[src/rtl/audio_pkg.sv]
`default_nettype none
// ============================================================================
// Module      : audio_pkg
// Description : Shared constants and types for the voice scheduler:
//               pan codes, scheduler state encoding and the sine ROM
//               address width.
// Ports       : none (package)
// Revision    : 1.0 - initial release
// ============================================================================
package audio_pkg;

    localparam int ROM_ADDR_W = 10;

    // Pan codes, two bits per voice
    localparam logic [1:0] PAN_CENTER = 2'b00;   // both channels
    localparam logic [1:0] PAN_LEFT   = 2'b01;   // left only
    localparam logic [1:0] PAN_RIGHT  = 2'b10;   // right only
    localparam logic [1:0] PAN_BOTH   = 2'b11;   // both channels

    typedef enum logic [1:0] {
        ST_IDLE = 2'd0,
        ST_ADDR = 2'd1,
        ST_DATA = 2'd2,
        ST_OUT  = 2'd3
    } sched_state_t;

endpackage : audio_pkg
`default_nettype wire

[src/rtl/sat18to16.sv]
`default_nettype none
// ============================================================================
// Module      : sat18to16
// Description : Clamps an 18-bit signed value to the 16-bit signed range
//               [-32768, 32767].
// Ports       : din  - 18-bit signed input
//               dout - 16-bit signed saturated output
// Revision    : 1.0 - initial release
// ============================================================================
module sat18to16 (
    input  logic signed [17:0] din,
    output logic signed [15:0] dout
);

    // The value fits in 16 bits when the top three bits are all equal.
    always_comb begin
        dout = din[15:0];
        if (din[17] && (din[16:15] != 2'b11)) begin
            dout = 16'sh8000;
        end else if (!din[17] && (din[16:15] != 2'b00)) begin
            dout = 16'sh7FFF;
        end
    end

endmodule : sat18to16
`default_nettype wire

[src/rtl/voice_scheduler.sv]
`default_nettype none
// ============================================================================
// Module      : voice_scheduler
// Description : Time-multiplexes NUM_VOICES phase-accumulator voices onto a
//               single external sine ROM, mixing them into a saturated
//               stereo sample pair per request.
// Ports       : clk, reset_n            - clock, async active-low reset
//               generate_next_sample    - one-cycle sample request
//               stereo_on               - enable per-voice panning
//               voice_active            - per-voice enable
//               step_size               - per-voice phase increment
//               stereo_side             - per-voice 2-bit pan code
//               rom_addr / rom_data     - sine ROM port (1-cycle latency)
//               sample_left/right       - saturated output samples
//               sample_valid            - one-cycle update pulse
//               busy, overrun           - status (overrun is sticky)
// Revision    : 1.0 - initial release
// ============================================================================
module voice_scheduler
    import audio_pkg::*;
#(
    parameter int NUM_VOICES = 3,
    parameter int STEP_W     = 20
) (
    input  logic                           clk,
    input  logic                           reset_n,
    input  logic                           generate_next_sample,
    input  logic                           stereo_on,
    input  logic [NUM_VOICES-1:0]          voice_active,
    input  logic [NUM_VOICES*STEP_W-1:0]   step_size,
    input  logic [2*NUM_VOICES-1:0]        stereo_side,
    output logic [ROM_ADDR_W-1:0]          rom_addr,
    input  logic signed [15:0]             rom_data,
    output logic signed [15:0]             sample_left,
    output logic signed [15:0]             sample_right,
    output logic                           sample_valid,
    output logic                           busy,
    output logic                           overrun
);

    localparam int VW = (NUM_VOICES > 1) ? $clog2(NUM_VOICES) : 1;
    localparam logic [VW-1:0] LAST_V = VW'(NUM_VOICES - 1);

    sched_state_t            state, state_nxt;
    logic [VW-1:0]           v;
    logic [STEP_W-1:0]       phase [NUM_VOICES];
    logic                    active_q;
    logic signed [17:0]      acc_l, acc_r;
    logic [ROM_ADDR_W-1:0]   rom_addr_q;

    logic [STEP_W-1:0]       cur_step;
    logic [1:0]              cur_pan;
    logic signed [17:0]      rom_ext;
    logic                    add_l, add_r;
    logic signed [17:0]      sum_l, sum_r;
    logic signed [15:0]      sat_l, sat_r;
    logic                    last_voice;

    assign cur_step   = step_size[v*STEP_W +: STEP_W];
    assign cur_pan    = stereo_side[v*2 +: 2];
    assign rom_ext    = {{2{rom_data[15]}}, rom_data};
    assign last_voice = (v == LAST_V);
    assign busy       = (state != ST_IDLE);

    // The ROM registers its address at the end of ADDR, so the address must
    // be visible combinationally during ADDR and held afterwards.
    assign rom_addr = (state == ST_ADDR) ? phase[v][STEP_W-1 -: ROM_ADDR_W]
                                         : rom_addr_q;

    always_comb begin
        add_l = active_q && (!stereo_on || (cur_pan != PAN_RIGHT));
        add_r = active_q && (!stereo_on || (cur_pan != PAN_LEFT));
        sum_l = acc_l + (add_l ? rom_ext : 18'sd0);
        sum_r = acc_r + (add_r ? rom_ext : 18'sd0);
    end

    sat18to16 u_sat_l (.din(sum_l), .dout(sat_l));
    sat18to16 u_sat_r (.din(sum_r), .dout(sat_r));

    always_ff @(posedge clk or negedge reset_n) begin
        if (!reset_n) begin
            state <= ST_IDLE;
        end else begin
            state <= state_nxt;
        end
    end

    always_comb begin
        state_nxt = state;
        case (state)
            ST_IDLE: if (generate_next_sample) state_nxt = ST_ADDR;
            ST_ADDR: state_nxt = ST_DATA;
            ST_DATA: state_nxt = last_voice ? ST_OUT : ST_ADDR;
            ST_OUT:  state_nxt = ST_IDLE;
            default: state_nxt = ST_IDLE;
        endcase
    end

    // The saturated result is registered as the last voice is mixed, so the
    // OUT cycle is the one in which the new sample pair and sample_valid are
    // presented; OUT then clears the accumulators.
    always_ff @(posedge clk or negedge reset_n) begin
        if (!reset_n) begin
            v            <= '0;
            active_q     <= 1'b0;
            acc_l        <= '0;
            acc_r        <= '0;
            rom_addr_q   <= '0;
            sample_left  <= '0;
            sample_right <= '0;
            sample_valid <= 1'b0;
            overrun      <= 1'b0;
            for (int i = 0; i < NUM_VOICES; i++) begin
                phase[i] <= '0;
            end
        end else begin
            sample_valid <= 1'b0;
            if (generate_next_sample && busy) begin
                overrun <= 1'b1;
            end
            case (state)
                ST_IDLE: begin
                    v <= '0;
                end
                ST_ADDR: begin
                    rom_addr_q <= phase[v][STEP_W-1 -: ROM_ADDR_W];
                    active_q   <= voice_active[v];
                    phase[v]   <= voice_active[v] ? (phase[v] + cur_step) : '0;
                end
                ST_DATA: begin
                    acc_l <= sum_l;
                    acc_r <= sum_r;
                    if (last_voice) begin
                        sample_left  <= sat_l;
                        sample_right <= sat_r;
                        sample_valid <= 1'b1;
                        v            <= '0;
                    end else begin
                        v <= v + VW'(1);
                    end
                end
                ST_OUT: begin
                    acc_l <= '0;
                    acc_r <= '0;
                end
                default: ;
            endcase
        end
    end

endmodule : voice_scheduler
`default_nettype wire
[config.mk]
export PLATFORM = sky130hd
export DESIGN_NAME = voice_scheduler
export DESIGN_NICKNAME = d
export VERILOG_FILES = /design/src/rtl/audio_pkg.sv /design/src/rtl/sat18to16.sv /design/src/rtl/voice_scheduler.sv
export SDC_FILE = /design/constraint.sdc
export NUM_CORES = 1
export LEC_CHECK = 0
export ABC_AREA = 0
export CAP_MARGIN = 20
export CORE_AREA = 5 5 159 161
export DETAILED_ROUTE_END_ITERATION = 10
export DIE_AREA = 0 0 164 166
export GPL_TIMING_DRIVEN = 0
export HOLD_SLACK_MARGIN = 0.12
export PLACE_DENSITY = 0.65
export RECOVER_POWER = 25
export SLEW_MARGIN = 10
export SYNTH_ARGS = -nofsm -noshare
export SYNTH_HDL_FRONTEND = slang
export SYNTH_HIERARCHICAL = 1
export SYNTH_SLANG_ARGS = --single-unit
[constraint.sdc]
create_clock -name clk -period 3.7 [get_ports clk]
set_input_delay 0.925 -clock clk [delete_from_list [all_inputs] [get_ports clk]]
set_output_delay 0.925 -clock clk [all_outputs]
set_load 0.01 [all_outputs]
# ---- Yosys cells after proc, flatten, opt, wreduce, memory -nomap -nowiden
# Index checks and enable logic that the tools add are counted.
dict set report word_totals {
  register_bits 145
  word_cells 78
  output_inout_bits 45
}
dict set report classes {
  mux 25
  multipliers 1
  bitwise_logic 1
  n_shift 2
  n_eq_ne 9
  magnitude_cmp 3
  reduce_logical 20
  add_sub_neg 4
}
# operator n
set op_table {}
lappend op_table {{20-bit 2-to-1 mux} 4}
lappend op_table {{18-bit one-hot mux with 2 select lines} 2}
lappend op_table {{16-bit 2-to-1 mux} 4}
lappend op_table {{60-bit bitwise mux} 1}
lappend op_table {{60-bit by 8-bit indexed part select with 20-bit output} 1}
lappend op_table {{20-bit binary-select mux with 2-bit select} 1}
lappend op_table {{20-bit demux with 2-bit select} 1}
lappend op_table {{18-bit adder} 2}
lappend op_table {{18-bit 2-to-1 mux} 2}
lappend op_table {{20-bit adder} 1}
lappend op_table {{10-bit 2-to-1 mux} 1}
lappend op_table {{2-bit nonzero test} 5}
lappend op_table {{1-bit logical AND} 8}
lappend op_table {{2-bit inequality test (second input constant)} 4}
lappend op_table {{2-bit one-hot mux with 4 select lines} 1}
lappend op_table {{2-bit equality test (second input constant)} 3}
lappend op_table {{2-bit 2-to-1 mux} 3}
lappend op_table {{6-bit by 4-bit indexed part select with 2-bit output} 1}
lappend op_table {{2-bit by 3-bit multiplier with 5-bit output (second input constant)} 1}
lappend op_table {{2-bit one-hot mux with 2 select lines} 1}
lappend op_table {{3-bit greater-or-equal comparator (second input constant)} 1}
lappend op_table {{1-bit zero test} 3}
lappend op_table {{2-bit by 3-bit < comparator with 1-bit output (second input constant)} 1}
lappend op_table {{3-bit by 1-bit < comparator with 1-bit output (second input constant)} 1}
lappend op_table {{9 further kinds} 12}

# ---- Depth between registers and ports, before layout
# Gate-level depths: netlist of the first run.
dict set report logic_depth {
  depth_word 10
  mapped_depth 19
  ltp_nobuf 17
}

# ---- Cells and area by module
# Netlist of the first run, hierarchy kept.
# mod n_inst area_each_um2 cells_per_inst
set by_module_without_submodules {}
lappend by_module_without_submodules {voice_scheduler 1 8918.6 932}
lappend by_module_without_submodules {sat18to16 2 410.4 55}

# ---- Least setup slack after synthesis of the first run
# No wires, ideal clock.
dict set report synth_timing {
  path_kind {in2reg}
  start {input stereo_side[2]}
  end {register sample_right[14]}
  path_slack_ns -0.567
  setup_time_ns 0.125
  arrival_time_ns 4.142
  n_path_buf 2
  stages 16
  path_cell_list {mux2i_1 o2bb2ai_1 a31oi_1 clkbuf_1 and2_1 ha_1 a21o_1 a221oi_1 a21oi_1 or3_1 and2_4 xnor2_1 buf_6 a21boi_2 o22ai_2 mux2_2}
}
dict set report synth_between {
  elab_chain_cells 10
  elab_cells_between_ends 13
  classes_between {1 x add/sub; 2 x eq/ne; 1 x shift; 3 x mux; 6 x reduce/logical}
}
# element line_no
set synth_lines {}
lappend synth_lines {{from (decl)} voice_scheduler.sv:31} ;# input logic [2*NUM_VOICES-1:0] stereo_side,
lappend synth_lines {{6-bit by 4-bit indexed part select with 2-bit output (*)} voice_scheduler.sv:60} ;# assign cur_pan = stereo_side[v*2 +: 2];
lappend synth_lines {{2-bit by 1-bit inequality test with 1-bit output (*)} voice_scheduler.sv:72} ;# add_r = active_q && (!stereo_on || (cur_pan != PAN_LEFT));
lappend synth_lines {{1-bit logical OR (*)} voice_scheduler.sv:72}
lappend synth_lines {{1-bit logical AND (*)} voice_scheduler.sv:72}
lappend synth_lines {{18-bit 2-to-1 mux (*)} voice_scheduler.sv:74} ;# sum_r = acc_r + (add_r ? rom_ext : 18'sd0);
lappend synth_lines {{18-bit adder (*)} voice_scheduler.sv:74}
lappend synth_lines {{net sum_r[17]} voice_scheduler.sv:55} ;# logic signed [17:0] sum_l, sum_r;
lappend synth_lines {{1-bit zero test} sat18to16.sv:20} ;# end else if (!din[17] && (din[16:15] != 2'b00)) begin
lappend synth_lines {{1-bit logical AND} sat18to16.sv:20}
lappend synth_lines {{16-bit 2-to-1 mux} sat18to16.sv:20}
lappend synth_lines {{16-bit 2-to-1 mux (*)} sat18to16.sv:18} ;# if (din[17] && (din[16:15] != 2'b11)) begin
lappend synth_lines {{net sat_r[14]} voice_scheduler.sv:56} ;# logic signed [15:0] sat_l, sat_r;
lappend synth_lines {{to (signal assigned)} voice_scheduler.sv:135} ;# sample_right <= sat_r;
lappend synth_lines {{to (decl)} voice_scheduler.sv:35} ;# output logic signed [15:0] sample_right,
# The timed path passes the listed nets; every way through them passes the cells marked *.
# A chain may end at the register's enable or synchronous reset.

# ---- Worst setup path after layout of the first run
dict set report layout_timing {
  start {register v[0]}
  end {register sample_right[13]}
}
dict set report layout_between {
  elab_chain_cells 10
  elab_cells_between_ends 15
  classes_between {1 x add/sub; 3 x eq/ne; 1 x shift; 3 x mux; 7 x reduce/logical}
}
# element line_no
set layout_lines {}
lappend layout_lines {{from (decl)} voice_scheduler.sv:45} ;# logic [VW-1:0] v;
lappend layout_lines {{from (signal assigned)} voice_scheduler.sv:139} ;# v <= v + VW'(1);
lappend layout_lines {{6-bit by 4-bit indexed part select with 2-bit output (*)} voice_scheduler.sv:60}
lappend layout_lines {{2-bit by 1-bit inequality test with 1-bit output (*)} voice_scheduler.sv:72}
lappend layout_lines {{1-bit logical OR (*)} voice_scheduler.sv:72}
lappend layout_lines {{1-bit logical AND (*)} voice_scheduler.sv:72}
lappend layout_lines {{18-bit 2-to-1 mux (*)} voice_scheduler.sv:74}
lappend layout_lines {{18-bit adder (*)} voice_scheduler.sv:74}
lappend layout_lines {{net sum_r[17]} voice_scheduler.sv:55}
lappend layout_lines {{1-bit zero test} sat18to16.sv:20}
lappend layout_lines {{1-bit logical AND} sat18to16.sv:20}
lappend layout_lines {{16-bit 2-to-1 mux} sat18to16.sv:20}
lappend layout_lines {{16-bit 2-to-1 mux (*)} sat18to16.sv:18}
lappend layout_lines {{net sat_r[13]} voice_scheduler.sv:56}
# Marks and branches as above.

==> qor.yml, run 1 <==
status: "finished with violations"
violations: "capacitance limit, slew limit, setup timing"
syn_nets: 1187
drv_cap: 1
drt_wl_total_um: 29300
peakVddDrop_v: 0.000401
required_ps: 4010
cp_slowest_stage_delay_ps: 470
setup_violations: 31
crit_chain: "buf_12 > mux2i_4 > a2bb2oi_4 > a31oi_4 > and2_4 > ha_4 > and2_4 > a221o_1 > o211ai_2 > a21oi_2 > or3_4 > and2_4 > xnor2_4 > buf_6 > a21boi_2 > o22ai_2 > mux2_4"
io_pins: 134
num_vias: 8607
cpLargestDelayFamily: "compound AO/OA/AOI/OAI gates"
yosys_warnings: 6
end_kind: "flop"
synthToLayoutAreaGrowth_pct: 39.1
grt_pass1_vias: 8628
drcViolationCount: 0
holdCritStartpoint: "overrun"
fmax_mhz: 248
crit_top_cell: "and2_4"
p_int_mw: 7.51
synth_top_area_share_pct: 37.3
cp_num_cells: 17
post-route-period-util_pct: 109
die_h_um: 166
dp_hpwl_um: 20300
viasPerCell: 5.44
stdcell_count: 1581
layout_commonest_cell: "dfrtp_1"
yosysSeqAreaShare_pct: 37.3
hold_path_class: "flop to flop"
cp-start-kind: "flop"
setup_slack_ps: -339
antenna_found_initial: 0
path_class: "flop to flop"
ys_top_cells_by_area: "dfrtp_1 (37%), ha_1 (6.8%), o21ai_0 (5.2%)"
dieArea_um2: 27200
gp_congestion: 0.895
cts_buffer_depth: 2
power_density_nw_per_um2: 992
cp_max_fo: 7
syn_inst: 1042
rr_endpoint: "sample_right[13]"
port_buffers: 133
rows: 57
ys_types: 65
finalHoldViolations: 0
dp_slack_ps: -1300
switching_share_pct: 44.1
yosys.area.top_type: "dfrtp_1"
pwr-share-comb_pct: 68.2
clock_sinks: 145
p_seq_share_pct: 19.3
cts_tree: "done"
gr-total-overflow: 0
finalCoreUtilization_pct: 56.9
cts_root_buf: "clkbuf_16"
initial_core_util_pct: 40.9
cts_buffers: 17
synth_area_um2: 9740
power.switching_mw: 5.93
p_clk_share_pct: 12.5
async_flop_share_pct: 100
ys_seq_elements: 145
critPathArrivalTime_ps: 4350
grt_max_degree: 82
crit_path_end: "sample_right[13]"
syn_avg_cell_area_um2: 9.35
final_antenna_net_count: 0
dpl.cell_count: 1500
die_x_um: 164
r2r_setup_slack_ps: -340
grt_use_total_pct: 20.9
ctsHtreeMaxLevel: 4
fin_crit_ps: 4040
diodes: 0
fin_nets: 1389
drt_iter0_drc: 543
drive_above_1_share_pct: 25.5
wl_per_cell_um: 18.6
final_cell_mix: "dfrtp_1 (143), clkdlybuf4s50_1 (124), nand2_1 (119), o21ai_0 (89), nor2_1 (60)"
core_um2: 23800
grt_pass1_wl_um: 45500
synthFlopType: "dfrtp_1"
synth-edff-count: 0
cp-startpoint: "v[0]"
p_leak_nw: 5.91
slowest_stage: "dfrtp_2"
clkLatencyLatePin_ps: 430
maxSlewHeadroom_pct: -14.0
clk_pin_slew_worst_paths_ps: 60
timing.setup.tns_ps: -8690
tightest_slew_ps: 1710
reg2regPathDepth: 17
drtPass1Iterations: 6
rsz0062_at_grt: "yes"
crit-reg2reg-launch: "v[0]"
fin_skew_ps: 11.6
drv_slew: 66
path_buf_inv: 2
power groups by stage:
| stage | clock (mW) | combinational [mW] | sequential [mW] |
|---|---|---|---|
| 2_1_floorplan | 0 | 5.60 | 2.56 |
| 3_3_place_gp | 0 | 7.43 | 2.56 |
| 3_5_place_dp | 0 | 7.54 | 2.57 |
| 6_report | 1.69 | 9.16 | 2.59 |
| 4_1_cts | 1.71 | 8.44 | 2.56 |
| 5_1_grt | 1.78 | 9.91 | 2.66 |
Yosys cell counts, drive strengths merged (2+ instances only):
cell and instances:
and3 4, dfrtp 145, o22ai 33, fa 3, clkbuf 37, xnor2 30
nand2 123, a31o 2, a211oi 4, nor2b 7, nand3 12, nand2b 8
o21a 5, o41ai 3, xor2 20, and2 36, a21oi 47, a21o 20
or3 3, ha 53, a21boi 32, mux2i 44, o211ai 4, or2 4
o21ai 105, buf 24, o31ai 7, mux2 41, nor2 68, nand4 6
o2bb2ai 3, a31oi 10, a22o 46, inv 29, nor3 8
state kept, by name (all words and copies together) (netlist names):
name / cells
sample_valid: 1
acc_r: 18
sample_left: 16
state: 2
phase: 60
active_q: 1
v: 2
acc_l: 18
rom_addr_q: 10
overrun: 1
sample_right: 16
logic make-up (layout without fill, tap and decap cells):
| logic type | after synthesis | count (layout) | synth area share, % |
|---|---|---|---|
| mux | 85 | 85 | 9.26 |
| fa+ha+maj | 56 | 56 | 7.43 |
| compound gates | 335 | 335 | 24.2 |
| xor+xnor | 50 | 50 | 4.57 |
| flops | 145 | 145 | 37.3 |
| buf+inv | 90 | 305 | 4.36 |
| simple gates | 281 | 281 | 13.0 |
cell type report:
cell class	count	area [µm²]
timing repair buffer	186	1820
buffer	58	412
fill	2105	10300
clock inverter	11	105
tap	324	405
multi-input combinational	807	6610
clock buffer	21	450
inverter	29	111
sequential	145	3630
timing repair:
action / in CTS / in global routing
pin swaps: 38 / 30
setup buffers: 33 / 15
gates resized for setup: 110 / 98
cloned: 4 / 1
hold buffers: 0 / 0
setup endpoints to repair: 88 / 55
worst min-delay path by stage:
stage / to / slack, ps / depth (start not counted)
final: overrun / 460 / 1
after global routing: overrun / 490 / 1
after CTS: sample_valid / 460 / 1
after detailed placement: overrun / 450 / 1
after global placement: overrun / 450 / 1
after floorplan: phase[50] / 450 / 2
metrics by stage:
stage,area [µm²],total power [mW],hold slack [ps]
final,13500,13.4,457
after global routing,13500,14.3,489
after CTS,13000,12.7,460
after detailed placement,11800,10.1,448
after global placement,11800,9.99,446
after floorplan,10000,8.15,448
routing by layer:
layer	up-vias	wire (µm)	track usage [%]
li1	4156	-	-
met1	4189	12800	27.2
met2	211	14500	35.4
met3	51	1400	4.07
met4	0	642	6.02
met5	-	0	0
(Power assumes the default switching activity.)
==> run 2: changes to the inputs <==
--- a/config.mk
+++ b/config.mk
@@ -7,9 +7,9 @@
 export LEC_CHECK = 0
 export ABC_AREA = 0
 export CAP_MARGIN = 20
-export CORE_AREA = 5 5 159 161
+export CORE_AREA = 2 2 156 158
 export DETAILED_ROUTE_END_ITERATION = 10
-export DIE_AREA = 0 0 164 166
+export DIE_AREA = 0 0 158 160
 export GPL_TIMING_DRIVEN = 0
 export HOLD_SLACK_MARGIN = 0.12
 export PLACE_DENSITY = 0.65
==> run 2 against run 1 <==
  * The run still ends with capacitance limit, slew limit, setup timing left
  * Power increased by 1.9%
  * Combinational power about the same
  * Final cell count decreased by 0.44%
  * Via count increased by 0.60%
  * Count of clock-buffer cells in the layout decreased by 4
  * First-iteration DRC count decreased by 7.4%
  * Wire length decreased by 2.0%
  * Clock power increased by 15%
  * Global-route usage increased by 2.1 points
  * Die area decreased by 7.1%
  * Flip-flop and latch count unchanged
==> qor.yml, run 2 (synthesis results as in run 1) <==
status: "finished with violations"
violations: "capacitance limit, slew limit, setup timing"
setup_slack_ps: -251
cts_tree: "done"
cts_buffers: 17
core_um2: 23800
antenna_found_initial: 0
power_mw: 13.7
port_buffers: 133
finalHoldViolations: 0
setup_violations: 30
nFillCells: 2137
path_class: "input pin to flop"
drt_wl_total_um: 28700
drv_slew: 61
fin_nets: 1382
crit_path_end: "sample_left[14]"
initial_core_util_pct: 40.9
final_cell_mix: "dfrtp_1 (143), clkdlybuf4s50_1 (124), nand2_1 (118), o21ai_0 (85), nor2_1 (65)"
die_h_um: 160
cts_buffer_depth: 2
layout_commonest_cell: "dfrtp_1"
hold_path_class: "flop to flop"
num_vias: 8659
slowest_stage: "o31a_1"
gp_congestion: 0.906
diodes: 0
drtPass1Iterations: 5
rows: 57
dp_slack_ps: -1270
wl_per_cell_um: 18.3
drive_above_1_share_pct: 25.5
fin_skew_ps: 11.9
p_leak_nw: 5.87
crit-reg2reg-launch: "v[0]"
gr-total-overflow: 0
power_density_nw_per_um2: 1010
tightest_slew_ps: 1540
post-route-period-util_pct: 107
cp_max_fo: 8
rsz0062_at_grt: "yes"
drcViolationCount: 0
grt_max_degree: 87
r2r_setup_slack_ps: -230
die_x_um: 158
critPathArrivalTime_ps: 4270
required_ps: 4020
peakVddDrop_v: 0.000380
rr_endpoint: "sample_left[14]"
grt_pass1_vias: 8618
synthToLayoutAreaGrowth_pct: 38.8
reg.largest.list: "phase (60), acc_l (18), acc_r (18)"
grt_pass1_wl_um: 45500
dieArea_um2: 25300
clk_pin_slew_worst_paths_ps: 70
ctsHtreeMaxLevel: 4
io_pins: 134
path_buf_inv: 5
place_area_um2: 11800
end_kind: "flop"
finalCoreUtilization_pct: 56.8
crit_chain: "clkdlybuf4s15_1 > o2bb2ai_4 > buf_6 > o31a_1 > clkbuf_8 > nand2_4 > inv_2 > ha_4 > a211oi_2 > o21a_1 > o21ai_2 > a31o_4 > a21oi_4 > xor2_4 > buf_6 > a21boi_4 > o22ai_2 > mux2_4"
drt_iter0_drc: 503
cp-startpoint: "stereo_side[4]"
maxSlewHeadroom_pct: -2.83
dp_hpwl_um: 20100
cp_slowest_stage_delay_ps: 350
final_cell_area_um2: 13500
clkLatencyLatePin_ps: 430
top_register: "phase"
cpLargestDelayFamily: "compound AO/OA/AOI/OAI gates"
cts_root_buf: "clkbuf_16"
reg2regPathDepth: 18
viasPerCell: 5.50
fin_crit_ps: 3950
cp_num_cells: 18
clock_sinks: 145
largest_register_ffs: 60
final_antenna_net_count: 0
fmax_mhz: 253
crit_top_cell: "buf_6"
grt_use_total_pct: 23.0
cp-start-kind: "input pin"
drv_cap: 1
holdCritStartpoint: "overrun"
==> run 2: changes by cell type in the layout (fill, tap and decap cells not counted), sizes merged <==
cell / delta
buf: -5
bufinv: +3
clkbuf: -6
clkinv: -4
inv: +5
==> run 2: how the worst min path moves through the flow <==
| stage | endpoint | cells past startpoint |
|---|---|---|
| floorplan | phase[50] | 2 |
| global placement | overrun | 1 |
| detailed placement | overrun | 1 |
| CTS | sample_left[7] | 1 |
| global route | phase[39] | 2 |
| finish | overrun | 1 |
==> run 2: cell type report <==
type,instances,area [µm²],area share (%)
Buffer,60,445,3.29
Clock buffer,17,425,3.15
Clock inverter,15,216,1.60
Inverter,29,109,0.805
Multi-Input combinational cell,807,6560,48.5
Sequential cell,145,3630,26.9
Tap cell,324,405,3.00
Timing Repair Buffer,177,1740,12.8
==> run 2: per-layer routing <==
metal	GRT usage, %	up-vias	routed length (µm)
met1	30.4	4228	12800
met3	3.80	42	1300
met2	38.6	245	14100
met4	6.88	0	601
li1	-	4144	-
met5	0	-	0
==> run 2: metrics by stage <==
stage,instances,TNS (ps),hold slack [ps]
after global routing,1574,-10650,503
final,1574,-6230,459
after detailed placement,1500,-62260,444
after CTS,1569,-8720,430
after global placement,1499,-706870,446
after floorplan,1042,-6150,448
==> run 2: where the power goes <==
part | internal, mW | total (mW) | switching (mW)
combinational | 4.34 | 9.15 | 4.82
clock | 1.15 | 1.94 | 0.791
sequential | 2.20 | 2.58 | 0.383
total | 7.69 | 13.7 | 5.99
==> run 2: repair_timing <==
action / CTS / global route
setup endpoints to repair: 91 / 81
gates cloned: 6 / 0
gates resized for setup: 120 / 86
hold buffers: 0 / 0
setup buffers: 32 / 6
pin swaps: 40 / 36
